<file path="config.mk">
export PLATFORM = sky130hd
export DESIGN_NAME = ifetch
export DESIGN_NICKNAME = d
export VERILOG_FILES = /design/src/rtl/ifetch_pkg.sv /design/src/rtl/ifetch_npc_calc.sv /design/src/rtl/ifetch.sv
export SDC_FILE = /design/constraint.sdc
export NUM_CORES = 1
export LEC_CHECK = 0
export ABC_AREA = 1
export CORE_MARGIN = 3
export CORE_UTILIZATION = 30
export DETAILED_ROUTE_END_ITERATION = 12
export GPL_ROUTABILITY_DRIVEN = 1
export PLACE_DENSITY = 0.49
export SETUP_SLACK_MARGIN = 0.4
export SLEW_MARGIN = 15
export SYNTH_ARGS = -nofsm -noshare
export SYNTH_HDL_FRONTEND = slang
export SYNTH_HIERARCHICAL = 1
export SYNTH_SLANG_ARGS = --single-unit
</file>
<file path="constraint.sdc">
create_clock -name clk -period 4.95 [get_ports clk]
set_clock_uncertainty 0.15 [all_clocks]
set_input_delay 0.495 -clock clk [delete_from_list [all_inputs] [get_ports clk]]
set_output_delay 0.495 -clock clk [all_outputs]
set_load 0.05 [all_outputs]
</file>
<file path="src/rtl/ifetch_pkg.sv">
// ifetch_pkg: definitions shared by the instruction fetch unit.
//   - NPC_* : next-PC operation encodings. Decode drives the same values.
//   - fetch_state_e : fetch sequencer states.
package ifetch_pkg;

  localparam logic [2:0] NPC_PC4 = 3'b000;
  localparam logic [2:0] NPC_B   = 3'b010;
  localparam logic [2:0] NPC_J   = 3'b011;
  localparam logic [2:0] NPC_JR  = 3'b100;

  typedef enum logic [1:0] {
    ST_IDLE = 2'd0,  // no request outstanding
    ST_WAIT = 2'd1,  // request outstanding, waiting for imem_ack
    ST_HALT = 2'd2   // fatal address error; frozen until reset
  } fetch_state_e;

endpackage

</file>
<file path="src/rtl/ifetch_npc_calc.sv">
// npc_calc: combinational redirect target computation for the fetch unit.
// Ports:
//   last_pc     in  32 : PC of the last instruction handed to decode
//   npc_op      in   3 : next-PC operation from decode
//   br_taken    in   1 : branch condition; only meaningful for NPC_B
//   imm         in  32 : B: sign-extended word offset, J: instr_index in [25:0]
//   jr_target   in  32 : register value for JR
//   redirect_en out  1 : the operation changes the fetch stream
//   target      out 32 : new fetch PC when redirect_en=1
//   misaligned  out  1 : JR to a non-word-aligned address
module npc_calc
  import ifetch_pkg::*;
(
  input  logic [31:0] last_pc,
  input  logic [2:0]  npc_op,
  input  logic        br_taken,
  input  logic [31:0] imm,
  input  logic [31:0] jr_target,
  output logic        redirect_en,
  output logic [31:0] target,
  output logic        misaligned
);

  logic [31:0] seq_pc;

  // No delay slots: all relative targets are based on the instruction
  // following the control-flow instruction.
  assign seq_pc = last_pc + 32'd4;

  always_comb begin
    redirect_en = 1'b0;
    target      = seq_pc;
    misaligned  = 1'b0;
    case (npc_op)
      NPC_B: begin
        if (br_taken) begin
          redirect_en = 1'b1;
          target      = seq_pc + (imm << 2);
        end
      end
      NPC_J: begin
        redirect_en = 1'b1;
        target      = {seq_pc[31:28], imm[25:0], 2'b00};
      end
      NPC_JR: begin
        // A misaligned JR is reported as an error instead of a redirect.
        misaligned  = (jr_target[1:0] != 2'b00);
        redirect_en = !misaligned;
        target      = jr_target;
      end
      default: ;  // PC4 and undefined codes: sequential fetch is correct
    endcase
  end

endmodule

</file>
<file path="src/rtl/ifetch.sv">
// ifetch: instruction fetch unit. Owns the PC, reads instruction memory
// one word at a time over req/ack, and presents instructions to decode
// over valid/ready. Control-flow redirects from decode squash wrong-path
// work, including a request already in flight.
// Ports:
//   clk, rst            : clock, asynchronous active-high reset
//   imem_req/addr       : registered read request and its word address
//   imem_ack/rdata      : read completion and instruction word
//   inst/inst_pc        : instruction and its PC for decode
//   inst_valid/ready    : output handshake
//   redirect_valid      : decode reports control flow for last accepted inst
//   npc_op/br_taken/imm/jr_target : redirect description from decode
//   addr_err            : sticky misaligned-JR flag
module ifetch
  import ifetch_pkg::*;
#(
  parameter logic [31:0] RESET_PC = 32'h0000_0000
) (
  input  logic        clk,
  input  logic        rst,
  output logic        imem_req,
  output logic [31:0] imem_addr,
  input  logic        imem_ack,
  input  logic [31:0] imem_rdata,
  output logic [31:0] inst,
  output logic [31:0] inst_pc,
  output logic        inst_valid,
  input  logic        inst_ready,
  input  logic        redirect_valid,
  input  logic [2:0]  npc_op,
  input  logic        br_taken,
  input  logic [31:0] imm,
  input  logic [31:0] jr_target,
  output logic        addr_err
);

  fetch_state_e state_q, state_d;
  logic [31:0]  pc_q, pc_d;
  logic [31:0]  addr_q, addr_d;
  logic         req_q, req_d;
  logic         kill_q, kill_d;
  logic [31:0]  last_pc_q, last_pc_d;
  logic [31:0]  inst_q, inst_d;
  logic [31:0]  inst_pc_q, inst_pc_d;
  logic         inst_valid_q, inst_valid_d;
  logic         addr_err_q, addr_err_d;

  logic         redirect_en;
  logic [31:0]  target;
  logic         misaligned;
  logic         transfer;
  logic         do_redirect;
  logic         do_error;

  npc_calc u_npc_calc (
    .last_pc     (last_pc_q),
    .npc_op      (npc_op),
    .br_taken    (br_taken),
    .imm         (imm),
    .jr_target   (jr_target),
    .redirect_en (redirect_en),
    .target      (target),
    .misaligned  (misaligned)
  );

  assign transfer    = inst_valid_q && inst_ready;
  assign do_redirect = redirect_valid && redirect_en && (state_q != ST_HALT);
  assign do_error    = redirect_valid && misaligned && (state_q != ST_HALT);

  always_ff @(posedge clk or posedge rst) begin
    if (rst) begin
      state_q      <= ST_IDLE;
      pc_q         <= RESET_PC;
      addr_q       <= RESET_PC;
      req_q        <= 1'b0;
      kill_q       <= 1'b0;
      last_pc_q    <= 32'h0;
      inst_q       <= 32'h0;
      inst_pc_q    <= 32'h0;
      inst_valid_q <= 1'b0;
      addr_err_q   <= 1'b0;
    end else begin
      state_q      <= state_d;
      pc_q         <= pc_d;
      addr_q       <= addr_d;
      req_q        <= req_d;
      kill_q       <= kill_d;
      last_pc_q    <= last_pc_d;
      inst_q       <= inst_d;
      inst_pc_q    <= inst_pc_d;
      inst_valid_q <= inst_valid_d;
      addr_err_q   <= addr_err_d;
    end
  end

  always_comb begin
    state_d      = state_q;
    pc_d         = pc_q;
    kill_d       = kill_q;
    last_pc_d    = last_pc_q;
    inst_d       = inst_q;
    inst_pc_d    = inst_pc_q;
    inst_valid_d = inst_valid_q;
    addr_err_d   = addr_err_q;

    if (transfer) begin
      inst_valid_d = 1'b0;
      last_pc_d    = inst_pc_q;
    end

    unique case (state_q)
      ST_IDLE: begin
        // Only fetch when the output slot will have room for the result.
        if (!inst_valid_q || inst_ready) begin
          state_d = ST_WAIT;
        end
      end
      ST_WAIT: begin
        if (imem_ack) begin
          state_d = ST_IDLE;
          if (kill_q) begin
            kill_d = 1'b0;  // stale response for a squashed request
          end else begin
            inst_d       = imem_rdata;
            inst_pc_d    = pc_q;
            inst_valid_d = 1'b1;
            pc_d         = pc_q + 32'd4;
          end
        end
      end
      ST_HALT: ;
      default: state_d = ST_IDLE;
    endcase

    // Redirects and errors override any capture or transfer above.
    if (do_error) begin
      addr_err_d   = 1'b1;
      inst_valid_d = 1'b0;
      state_d      = ST_HALT;
      kill_d       = 1'b0;
      pc_d         = pc_q;
      last_pc_d    = last_pc_q;
      inst_d       = inst_q;
      inst_pc_d    = inst_pc_q;
    end else if (do_redirect) begin
      pc_d         = target;
      inst_valid_d = 1'b0;
      last_pc_d    = last_pc_q;
      inst_d       = inst_q;
      inst_pc_d    = inst_pc_q;
      if (state_q == ST_WAIT) begin
        if (imem_ack) begin
          state_d = ST_IDLE;   // response in the redirect cycle is dropped
          kill_d  = 1'b0;
        end else begin
          state_d = ST_WAIT;   // keep the request up until its ack drains
          kill_d  = 1'b1;
        end
      end else begin
        state_d = ST_IDLE;
      end
    end
  end

  // The address is frozen for the whole request, even when a redirect
  // moves pc while a killed request is still outstanding.
  always_comb begin
    req_d  = (state_d == ST_WAIT);
    addr_d = (state_q == ST_WAIT) ? addr_q : pc_d;
  end

  assign imem_req   = req_q;
  assign imem_addr  = addr_q;
  assign inst       = inst_q;
  assign inst_pc    = inst_pc_q;
  assign inst_valid = inst_valid_q;
  assign addr_err   = addr_err_q;

endmodule
</file>
==> results of run 1 <==
-- cell families after synthesis --
family	synth area share [%]
and+or+nand+nor	35.3
buffers and inverters	9.66
AOI/OAI and AO/OA	10.9
DFF	36.6
xor gates and xnor gates	3.08
adders and majority gates	4.15
muxes	0.298
-- worst min path at each step --
stage / startpoint / endpoint / depth (start not counted)
after floorplan: pc_q[0]$_DFF_PP0_ / inst_pc[0]$_DFFE_PP0P_ / 2
after global placement: inst[2]$_DFFE_PP0P_ / inst[2]$_DFFE_PP0P_ / 2
after detailed placement: addr_err$_DFFE_PP0P_ / addr_err$_DFFE_PP0P_ / 1
after CTS: addr_err$_DFFE_PP0P_ / addr_err$_DFFE_PP0P_ / 1
after global routing: inst[7]$_DFFE_PP0P_ / inst[7]$_DFFE_PP0P_ / 2
final: addr_err$_DFFE_PP0P_ / addr_err$_DFFE_PP0P_ / 1
-- registers in the layout, summed over array words and instances, names as in the netlist --
name / cells
imem_addr: 32
kill_q: 1
state_q: 2
inst_pc: 32
inst_valid: 1
imem_req: 1
addr_err: 1
pc_q: 32
inst: 32
last_pc_q: 32
-- synthesized netlist by cell type, types with 4 or more instances --
cell type and count:
inv_1 223, clkbuf_1 20, o21bai_1 9, nand3_1 110
buf_4 5, xnor2_1 17, nor2_1 100, nor2_4 8
inv_2 8, a21o_1 4, nand4_1 20, buf_2 11
a31oi_1 9, buf_1 4, a22o_1 14, o2111ai_1 10
a21oi_1 33, buf_6 4, nand2_1 649, nand2_2 5
nand3_2 5, a22oi_1 28, o21ai_1 5, nand3b_1 13
ha_1 36, dfrtp_1 166, xor2_1 21, o21ai_0 84
nor3_1 11, nor2_2 6
-- power by group through the flow --
stage / sequential (mW) / clock [mW] / combinational [mW]
after global placement: 1.38 / 0 / 0.268
final: 1.36 / 1.34 / 0.264
after detailed placement: 1.38 / 0 / 0.269
after floorplan: 1.38 / 0 / 0.111
after CTS: 1.36 / 1.37 / 0.270
after global routing: 1.36 / 1.43 / 0.291
-- layer usage --
layer  GRT usage, %  vias up  wire length [µm]
met2           34.6      271             19300
met4           4.07        0               482
li1               -     5659                 -
met5              0        -                 0
met1           27.9     5271             19400
met3           3.90       27              2050
-- metrics by stage --
step                      cells  util (%)  power (mW)
after CTS                  2372      39.3        2.99
after global routing       2372      39.3        3.07
after global placement     2340      37.7        1.65
after detailed placement   2340      37.7        1.65
after floorplan            1662         -        1.49
final                      2372      39.3        2.96
-- area by class of cell --
| type | count | area [µm²] | share of cell area (%) |
|---|---|---|---|
| Inverter | 231 | 871 | 5.99 |
| Clock buffer | 18 | 439 | 3.02 |
| Tap cell | 504 | 631 | 4.34 |
| Clock inverter | 14 | 153 | 1.05 |
| Timing Repair Buffer | 218 | 2190 | 15.1 |
| Multi-Input combinational cell | 1221 | 6090 | 41.9 |
| Sequential cell | 166 | 4150 | 28.6 |
==> metrics.yaml, run 1 <==
status:
  status: "completed"
critical_path:
  reg2reg_depth: 24
  arrival_ns: 4.25
  crit_buf_inv: 2
  critPathMostFrequentCell: "nand2_1"
  crit_start: "last_pc_q[2]$_DFFE_PP0P_"
  crit_path_end: "imem_addr[31]$_DFFE_PP0N_"
  cp-start-kind: "register"
  r2r-start: "last_pc_q[2]$_DFFE_PP0P_"
  crit_chain: "ha_1 -> nand3_1 -> inv_1 -> nand2_1 -> nor2_2 -> nand3_1 -> nor2_1 -> nand2_1 -> nand2_1 -> inv_1 -> ha_1 -> nand2_1 -> nor2_1 -> nand2_1 -> nor2_1 -> a21oi_1 -> nand2_1 -> nand3_1 -> nand2_1 -> nand3_1 -> a22oi_1 -> nand2_1 -> nand2_1 -> nand2_1"
  end_kind: "register"
  r2r_end: "imem_addr[31]$_DFFE_PP0N_"
  required_ns: 5.12
  cp_slowest_cell: "dfrtp_1"
  crit_family: "simple AND/OR/NAND/NOR gates"
  cp_num_cells: 24
  path_class: "reg2reg"
  cp_slowest_stage_delay_ns: 0.41
  path_max_fanout: 5
  r2r_slack_ns: 0.87
routing:
  via_count: 11200
  drt_pass1_iterations: 5
  wire_per_inst_um: 17.4
  ant_nets: 0
  drt_iter0_drc: 825
  drt_drc_violations_left: 0
  vias_per_cell: 4.73
  wirelength_um: 41300
die:
  die_w_um: 200
  start_util_pct: 30.7
  die-area_um2: 40200
  die_height_um: 200
  rows: 70
  core-area_um2: 37000
  ioPinCount: 204
timing:
  post-route-period-util_pct: 82.4
  fmax_ghz: 0.245
  rsz0062_at_grt: "false"
  holdWs_ns: 0.320
  setup_viol: 0
  worst_pin_slew_ns: 1.01
  fin_ws_ns: 0.871
  fin_crit_ns: 4.08
  hold_viol: 0
  tns_ns: 0
  max_slew_margin_pct: 32.5
  drv_slew: 0
grt:
  overflow: 0
  grt_use_total_pct: 20.6
  grt_pass1_vias: 11400
  antenna_found_initial: 1
  grt_pass1_wl_um: 65300
  grt_max_degree: 75
final_layout:
  fin_nets: 1997
  drive_above_1_share_pct: 5.09
  layout_commonest_cell: "nand2_1"
  num_antenna_cells: 0
  stdcell_area_um2: 14500
  fillCellCount: 4020
  area.growth.synth_to_final_pct: 28.2
  mostFrequentLayoutCells: "nand2_1, inv_1, clkdlybuf4s50_1"
power:
  p_clk_share_pct: 45.3
  combinationalPowerShare_pct: 8.9
  p_leak_nw: 7.42
  seqPwrFrac_pct: 45.8
  p_per_area_nw_per_um2: 204
  vdd_ir_drop_max_uv: 239
  p_switching_mw: 0.795
  internal_power_mw: 2.16
  switching_share_pct: 26.9
placement:
  pre_cts_ws_ns: 0.879
  place_area_um2: 13900
  place_congestion: 0.920
  place_hpwl_um: 32800
  portBuffers: 201
clock_tree:
  h-tree-depth: 4
  cts_hold_buf: 0
  post_cts_resized: 0
  cts_tree: "yes"
  insertion_delay_ns: 0.44
  clk_pin_slew_ns: 0.08
  cts_buffers: 17
  root_buffer: "clkbuf_16"
  cts.sinks: 166
  post_cts_buffers: 0
  cts.path.max_buffers: 2
logic_synthesis:
  ys_types: 44
  synth_seq_cells: 166
  synth_enable_flop_cells: 0
  synth_top_cell_by_area: "dfrtp_1"
  yosys_warnings: 6
  syn_area_per_cell_um2: 6.82
  syn-cell-area_um2: 11300
  synth_top_area_share_pct: 36.6
  ys_seq_area_share_pct: 36.6
  synthTopCellsByArea: "dfrtp_1, nand2_1, inv_1"
  synth_nets: 1804
  syn_inst: 1662
  synthFlopType: "dfrtp_1"
  async_flop_share_pct: 100
worst_hold_path:
  min-delay-path-class: "reg2reg"
flow_run:
  maxCapViolations: 0
Power figures use the tool's default switching activity.
==> run 2, diff against run 1 <==
clock period = 3.5 ns   (was 4.95 ns; I/O delays follow)
==> run 2 against run 1 <==
Effect of this change:
- power up 49%
- combinational power up 85%
- largest power group is now clock
- first-iteration DRC count down 31%
- core utilization up 6.9 points
- setup slack worse by 0.85 ns
==> metrics.yaml, run 2 (synthesis results as in run 1) <==
clock_tree:
  root_buffer: "clkbuf_16"
  h-tree-depth: 4  # unchanged
  cts_tree: "yes"
  cts_buffers: 17  # unchanged
  cts.path.max_buffers: 2  # unchanged
  cts.sinks: 166  # unchanged
  clk_pin_slew_ns: 0.08  # about the same
  insertion_delay_ns: 0.45  # about the same
routing:
  via_count: 12000  # +6.5%
  drt_pass1_iterations: 6  # +1
  wire_per_inst_um: 17.2  # -1.1%
  vias_per_cell: 4.74  # +0.13%
  drt_drc_violations_left: 0  # unchanged
  ant_nets: 0  # unchanged
  drt_iter0_drc: 572  # -31%
  wirelength_um: 43500  # +5.2%
final_layout:
  multiInputGateArea_um2: 7440  # +22%
  layout_commonest_cell: "nand2_1"
  area.growth.synth_to_final_pct: 50.8
  num_antenna_cells: 0  # unchanged
  mostFrequentLayoutCells: "nand2_1, clkdlybuf4s50_1, inv_1"
  stdcell_area_um2: 17100  # +18%
  fillCellCount: 3814  # -5.1%
  register_area_um2: 4160  # about the same
  drive_above_1_share_pct: 24.9  # +20 points
  instances_no_fill: 2524  # +6.4%
  fin_nets: 2149  # +7.6%
  fin_util_pct: 46.3  # +6.9 points
critical_path:
  path_class: "reg2reg"
  end_kind: "register"
  required_ns: 3.69  # -1.43 ns
  path_max_fanout: 4  # -1
  cp-start-kind: "register"
  arrival_ns: 3.67  # -0.58 ns
power:
  power.total_mw: 4.39  # +49%
  p_per_area_nw_per_um2: 257  # +26%
  vdd_ir_drop_max_uv: 327  # +37%
  p_leak_nw: 8.53  # +15%
flow_run:
  maxCapViolations: 0  # unchanged
worst_hold_path:
  min-delay-path-class: "in2reg"
placement:
  portBuffers: 201  # unchanged
  place_hpwl_um: 34100  # +4.1%
  place_congestion: 0.873  # -5.1%
  dp.cells: 2466  # +5.4%
  place_area_um2: 14900  # +7.0%
die:
  rows: 70  # unchanged
  ioPinCount: 204  # unchanged
  core-area_um2: 37000  # unchanged
  die_w_um: 200  # unchanged
  die_height_um: 200  # unchanged
  die-area_um2: 40200  # unchanged
  start_util_pct: 30.7  # unchanged
grt:
  grt_pass1_vias: 12000  # +5.6%
  overflow: 0  # unchanged
  antenna_found_initial: 0  # -1
  grt_pass1_wl_um: 67100  # +2.8%
  grt_use_total_pct: 21.2  # +0.61 points
  grt_max_degree: 48  # -36%
status:
  status: "completed"
timing:
  drv_slew: 0  # unchanged
  fmax_ghz: 0.288  # +17%
  max_slew_margin_pct: 32.8  # +0.28 points
  worst_pin_slew_ns: 1.01  # -0.00310 ns
  fin_crit_ns: 3.48  # -0.603 ns
  hold_viol: 0  # unchanged
  rsz0062_at_grt: "true"
  post-route-period-util_pct: 99.3  # +17 points
  setup_viol: 0  # unchanged
-- run 2: routing by layer --
metal	track usage, %	vias to the layer above	wire, µm
li1	-	5985	-
met1	29.0	5672	20300
met2	34.7	261	20000
met3	3.48	45	2070
met4	6.35	0	1140
met5	0	-	0
-- run 2: area by class of cell --
type / count / area share, %
Inverter: 231 / 5.09
Timing Repair Buffer: 369 / 19.8
Sequential cell: 166 / 24.3
Tap cell: 504 / 3.69
Clock inverter: 15 / 1.16
Clock buffer: 17 / 2.49
Multi-Input combinational cell: 1222 / 43.5
-- run 2: critical path, cell delays in order, from the launching register on --
cell,delay [ns]
dfrtp_1,0.41
ha_2,0.20
nand3_2,0.07
nor2_1,0.10
buf_4,0.15
nand3_2,0.11
xor2_2,0.25
ha_4,0.25
nand2_1,0.07
nand2_1,0.07
o21bai_1,0.17
nand3b_1,0.29
buf_4,0.21
nand2_1,0.10
nand2_1,0.07
nand2_1,0.07
nand3_2,0.08
nand2_1,0.10
nand3_2,0.10
a22oi_1,0.15
nand2_1,0.09
nand2_1,0.06
nand2_1,0.05
-- run 2: path summary, 6_finish.rpt --
kind / depth (start not counted) / endpoint / startpoint / slack (ns)
setup / recovery: 22 / imem_addr[29]$_DFFE_PP0N_ / last_pc_q[3]$_DFFE_PP0P_ / 0.02
max in group asynchronous: 3 / last_pc_q[26]$_DFFE_PP0P_ / rst / 2.23
hold / removal: 3 / inst[4]$_DFFE_PP0P_ / imem_rdata[4] / 0.27
hold reg to reg: 1 / addr_err$_DFFE_PP0P_ / addr_err$_DFFE_PP0P_ / 0.32
setup reg to reg: 22 / imem_addr[29]$_DFFE_PP0N_ / last_pc_q[3]$_DFFE_PP0P_ / 0.02
min in group asynchronous: 2 / inst[2]$_DFFE_PP0P_ / rst / 0.28
-- run 2: per-stage QoR --
stage          setup TNS [ns]  setup WS (ns)  hold WS [ns]
2_1_floorplan               0          0.485         0.299
3_3_place_gp            -3.93         -0.307         0.302
3_5_place_dp            -5.25         -0.284         0.309
4_1_cts                     0         0.0573         0.259
5_1_grt                 -3.38         -0.215         0.281
6_report                    0         0.0246         0.273
-- run 2: what timing repair did --
| action | CTS | global route |
|---|---|---|
| pin swaps | 83 | 56 |
| resized for setup | 193 | 138 |
| setup buffers | 13 | 12 |
| hold buffers | 0 | 0 |
| gates cloned | 0 | 1 |
| setup endpoints to repair | 50 | 68 |
-- run 2: power by group --
group	internal, mW	switching (mW)	leakage, nW
Combinational	0.231	0.259	6.22
Clock	1.04	0.947	0.304
Sequential	1.92	0.000144	2.01
==> run 3, diff against run 2 <==
CORE_UTILIZATION = 35   (was 30)
PLACE_DENSITY = 0.56   (was 0.49)
TNS_END_PERCENT = 1   (was default)
==> run 3 against run 2 <==
Effect of this change:
- the flow now finishes with violations (negative setup slack)
- clock power shrank 3%
- non-clock buffer count shrank 9
- power shrank 2.1%
- first-iteration DRC count grew 42%
- clock-buffer cell count is the same
- global-route usage grew 2.8 points
- final cell count shrank 4.4%
- critical path type unchanged
- largest power group unchanged
- core utilization grew 5.8 points
- critical path depth grew 2
==> metrics.yaml, run 3 (synthesis results as in run 1) <==
status:
  status: "complete, but fails checks"
  failed_checks: "negative setup slack"
critical_path:
  cp_slowest_cell: "dfrtp_1"
  path_class: "reg2reg"
  required_ns: 3.68  # about the same
  r2r_end: "pc_q[21]$_DFF_PP0_"
  r2r-start: "last_pc_q[3]$_DFFE_PP0P_"
  r2r_slack_ns: -0.07  # -0.09 ns
  cp_slowest_stage_delay_ns: 0.41  # about the same
  arrival_ns: 3.75  # +0.08 ns
  end_kind: "register"
  crit_chain: "ha_2 -> nand3_2 -> nor2_1 -> buf_4 -> nand4_1 -> nor2_2 -> xor2_2 -> inv_2 -> ha_4 -> buf_6 -> nand2_8 -> nor2_1 -> nor2_2 -> nand2_2 -> buf_4 -> inv_2 -> nand2_1 -> nand2_1 -> nand3_1 -> nand2_1 -> nand3b_1 -> a22oi_2 -> nand2_2 -> buf_4"
  path_max_fanout: 4  # unchanged
  reg2reg_depth: 24  # +9.1%
  cp-start-kind: "register"
die:
  start_util_pct: 35.7  # +5.1 points
  die-area_um2: 34600  # -14%
  ioPinCount: 204  # unchanged
  rows: 65  # -7.1%
  die_height_um: 186  # -7.2%
  die_w_um: 186  # -7.2%
  core-area_um2: 31700  # -14%
timing:
  holdWs_ns: 0.170  # -0.103 ns
  fin_ws_ns: -0.0678  # -0.0924 ns
  setup_viol: 2  # +2
  worst_pin_slew_ns: 1.18  # +0.178 ns
  post-route-period-util_pct: 102  # +2.6 points
  fin_crit_ns: 3.57  # +0.0924 ns
  tns_ns: -0.113  # -0.113 ns
  hold_viol: 0  # unchanged
  drv_slew: 0  # unchanged
  max_slew_margin_pct: 20.7  # -12 points
  fmax_ghz: 0.280  # -2.6%
  rsz0062_at_grt: "true"
grt:
  grt_max_degree: 62  # +29%
  grt_pass1_vias: 11500  # -4.1%
  grt_pass1_wl_um: 63800  # -4.9%
  antenna_found_initial: 0  # unchanged
  grt_use_total_pct: 24.0  # +2.8 points
  overflow: 0  # unchanged
routing:
  drt_drc_violations_left: 0  # unchanged
  ant_nets: 0  # unchanged
  drt_iter0_drc: 811  # +42%
  wirelength_um: 41300  # -5.0%
  wire_per_inst_um: 17.1  # -0.61%
  drt_pass1_iterations: 5  # -1
  via_count: 12000  # -0.11%
  vias_per_cell: 4.95  # +4.5%
clock_tree:
  clk_pin_slew_ns: 0.08  # about the same
  cts_hold_buf: 0  # unchanged
  cts_buffers: 17  # unchanged
  h-tree-depth: 4  # unchanged
  cts_tree: "yes"
  cts.path.max_buffers: 2  # unchanged
  cts.sinks: 166  # unchanged
  root_buffer: "clkbuf_16"
  insertion_delay_ns: 0.44  # about the same
final_layout:
  fillCellCount: 3171  # -17%
  drive_above_1_share_pct: 20.9  # -4.0 points
  num_antenna_cells: 0  # unchanged
  multiInputGateArea_um2: 7090  # -4.7%
  instances_no_fill: 2412  # -4.4%
  stdcell_area_um2: 16500  # -3.4%
  layout_commonest_cell: "nand2_1"
  register_area_um2: 4160  # about the same
  fin_util_pct: 52.1  # +5.8 points
  fin_nets: 2139  # -0.47%
  mostFrequentLayoutCells: "nand2_1, inv_1, clkdlybuf4s50_1"
  area.growth.synth_to_final_pct: 45.7
power:
  p_per_area_nw_per_um2: 261  # +1.4%
  p_leak_nw: 8.30  # -2.8%
  vdd_ir_drop_max_uv: 374  # +14%
flow_run:
  maxCapViolations: 0  # unchanged
placement:
  portBuffers: 201  # unchanged
  dp.cells: 2360  # -4.3%
  place_hpwl_um: 32400  # -5.2%
  place_congestion: 0.902  # +3.4%
  place_area_um2: 14800  # -1.1%
worst_hold_path:
  min-delay-path-class: "in2async"
==> run 3: cell count changes in the layout (fill, tap and decap cells not counted), moves of 7 or more <==
cell / delta
nand2_1: +30
nand2_2: -17
nand2_4: -13
inv_1: +12
inv_2: -12
nand3_1: +11
nor2_1: +7
==> run 3: area by class of cell <==
class | count | share of cell area (%)
flip-flops and latches | 166 | 25.2
clock buffers | 17 | 2.58
repair buffers | 360 | 20.0
well taps | 402 | 3.05
multi-input cells | 1221 | 42.9
inverters | 231 | 5.27
clock inverters | 15 | 1.07
==> run 3: power breakdown <==
| part | switching, mW | internal [mW] |
|---|---|---|
| Sequential | 0.000130 | 1.92 |
| Combinational | 0.240 | 0.214 |
| Clock | 0.908 | 1.03 |
| Total | 1.15 | 3.16 |
==> run 3: how the worst max path moves through the flow <==
stage | from | endpoint
after floorplan | last_pc_q[2]$_DFFE_PP0P_ | imem_addr[29]$_DFFE_PP0N_
after global placement | last_pc_q[2]$_DFFE_PP0P_ | imem_addr[26]$_DFFE_PP0N_
after detailed placement | last_pc_q[2]$_DFFE_PP0P_ | imem_addr[26]$_DFFE_PP0N_
after CTS | last_pc_q[2]$_DFFE_PP0P_ | imem_addr[20]$_DFFE_PP0N_
after global routing | last_pc_q[3]$_DFFE_PP0P_ | pc_q[21]$_DFF_PP0_
final | last_pc_q[3]$_DFFE_PP0P_ | pc_q[21]$_DFF_PP0_
==> run 3: metal layers <==
metal	track usage (%)	part of all wire, %	vias to the layer above
li1	-	-	5939
met1	33.9	47	5663
met2	37.7	45	316
met3	4.61	6.0	32
met4	6.46	2.0	0
met5	0	0	-
==> run 3: repair_timing <==
| action | CTS | global route |
|---|---|---|
| pin swaps | 36 | 90 |
| setup endpoints to repair | 54 | 88 |
| resized for setup | 85 | 142 |
| setup buffers | 9 | 11 |
==> run 3: stage by stage <==
step           power, mW  setup slack (ns)
5_1_grt             4.47            -0.223
3_5_place_dp        2.36            -0.226
6_report            4.30           -0.0678
3_3_place_gp        2.36            -0.164
2_1_floorplan       2.11             0.485
4_1_cts             4.32            0.0130
==> run 3: critical path: cells and delay by family (launching register included) <==
kind | cells | cell delay (ns)
compound gates | 1 | 0.19
flops | 1 | 0.41
simple gates | 14 | 1.35
fa+ha+maj | 2 | 0.47
xor+xnor | 1 | 0.19
buf+inv | 6 | 0.70
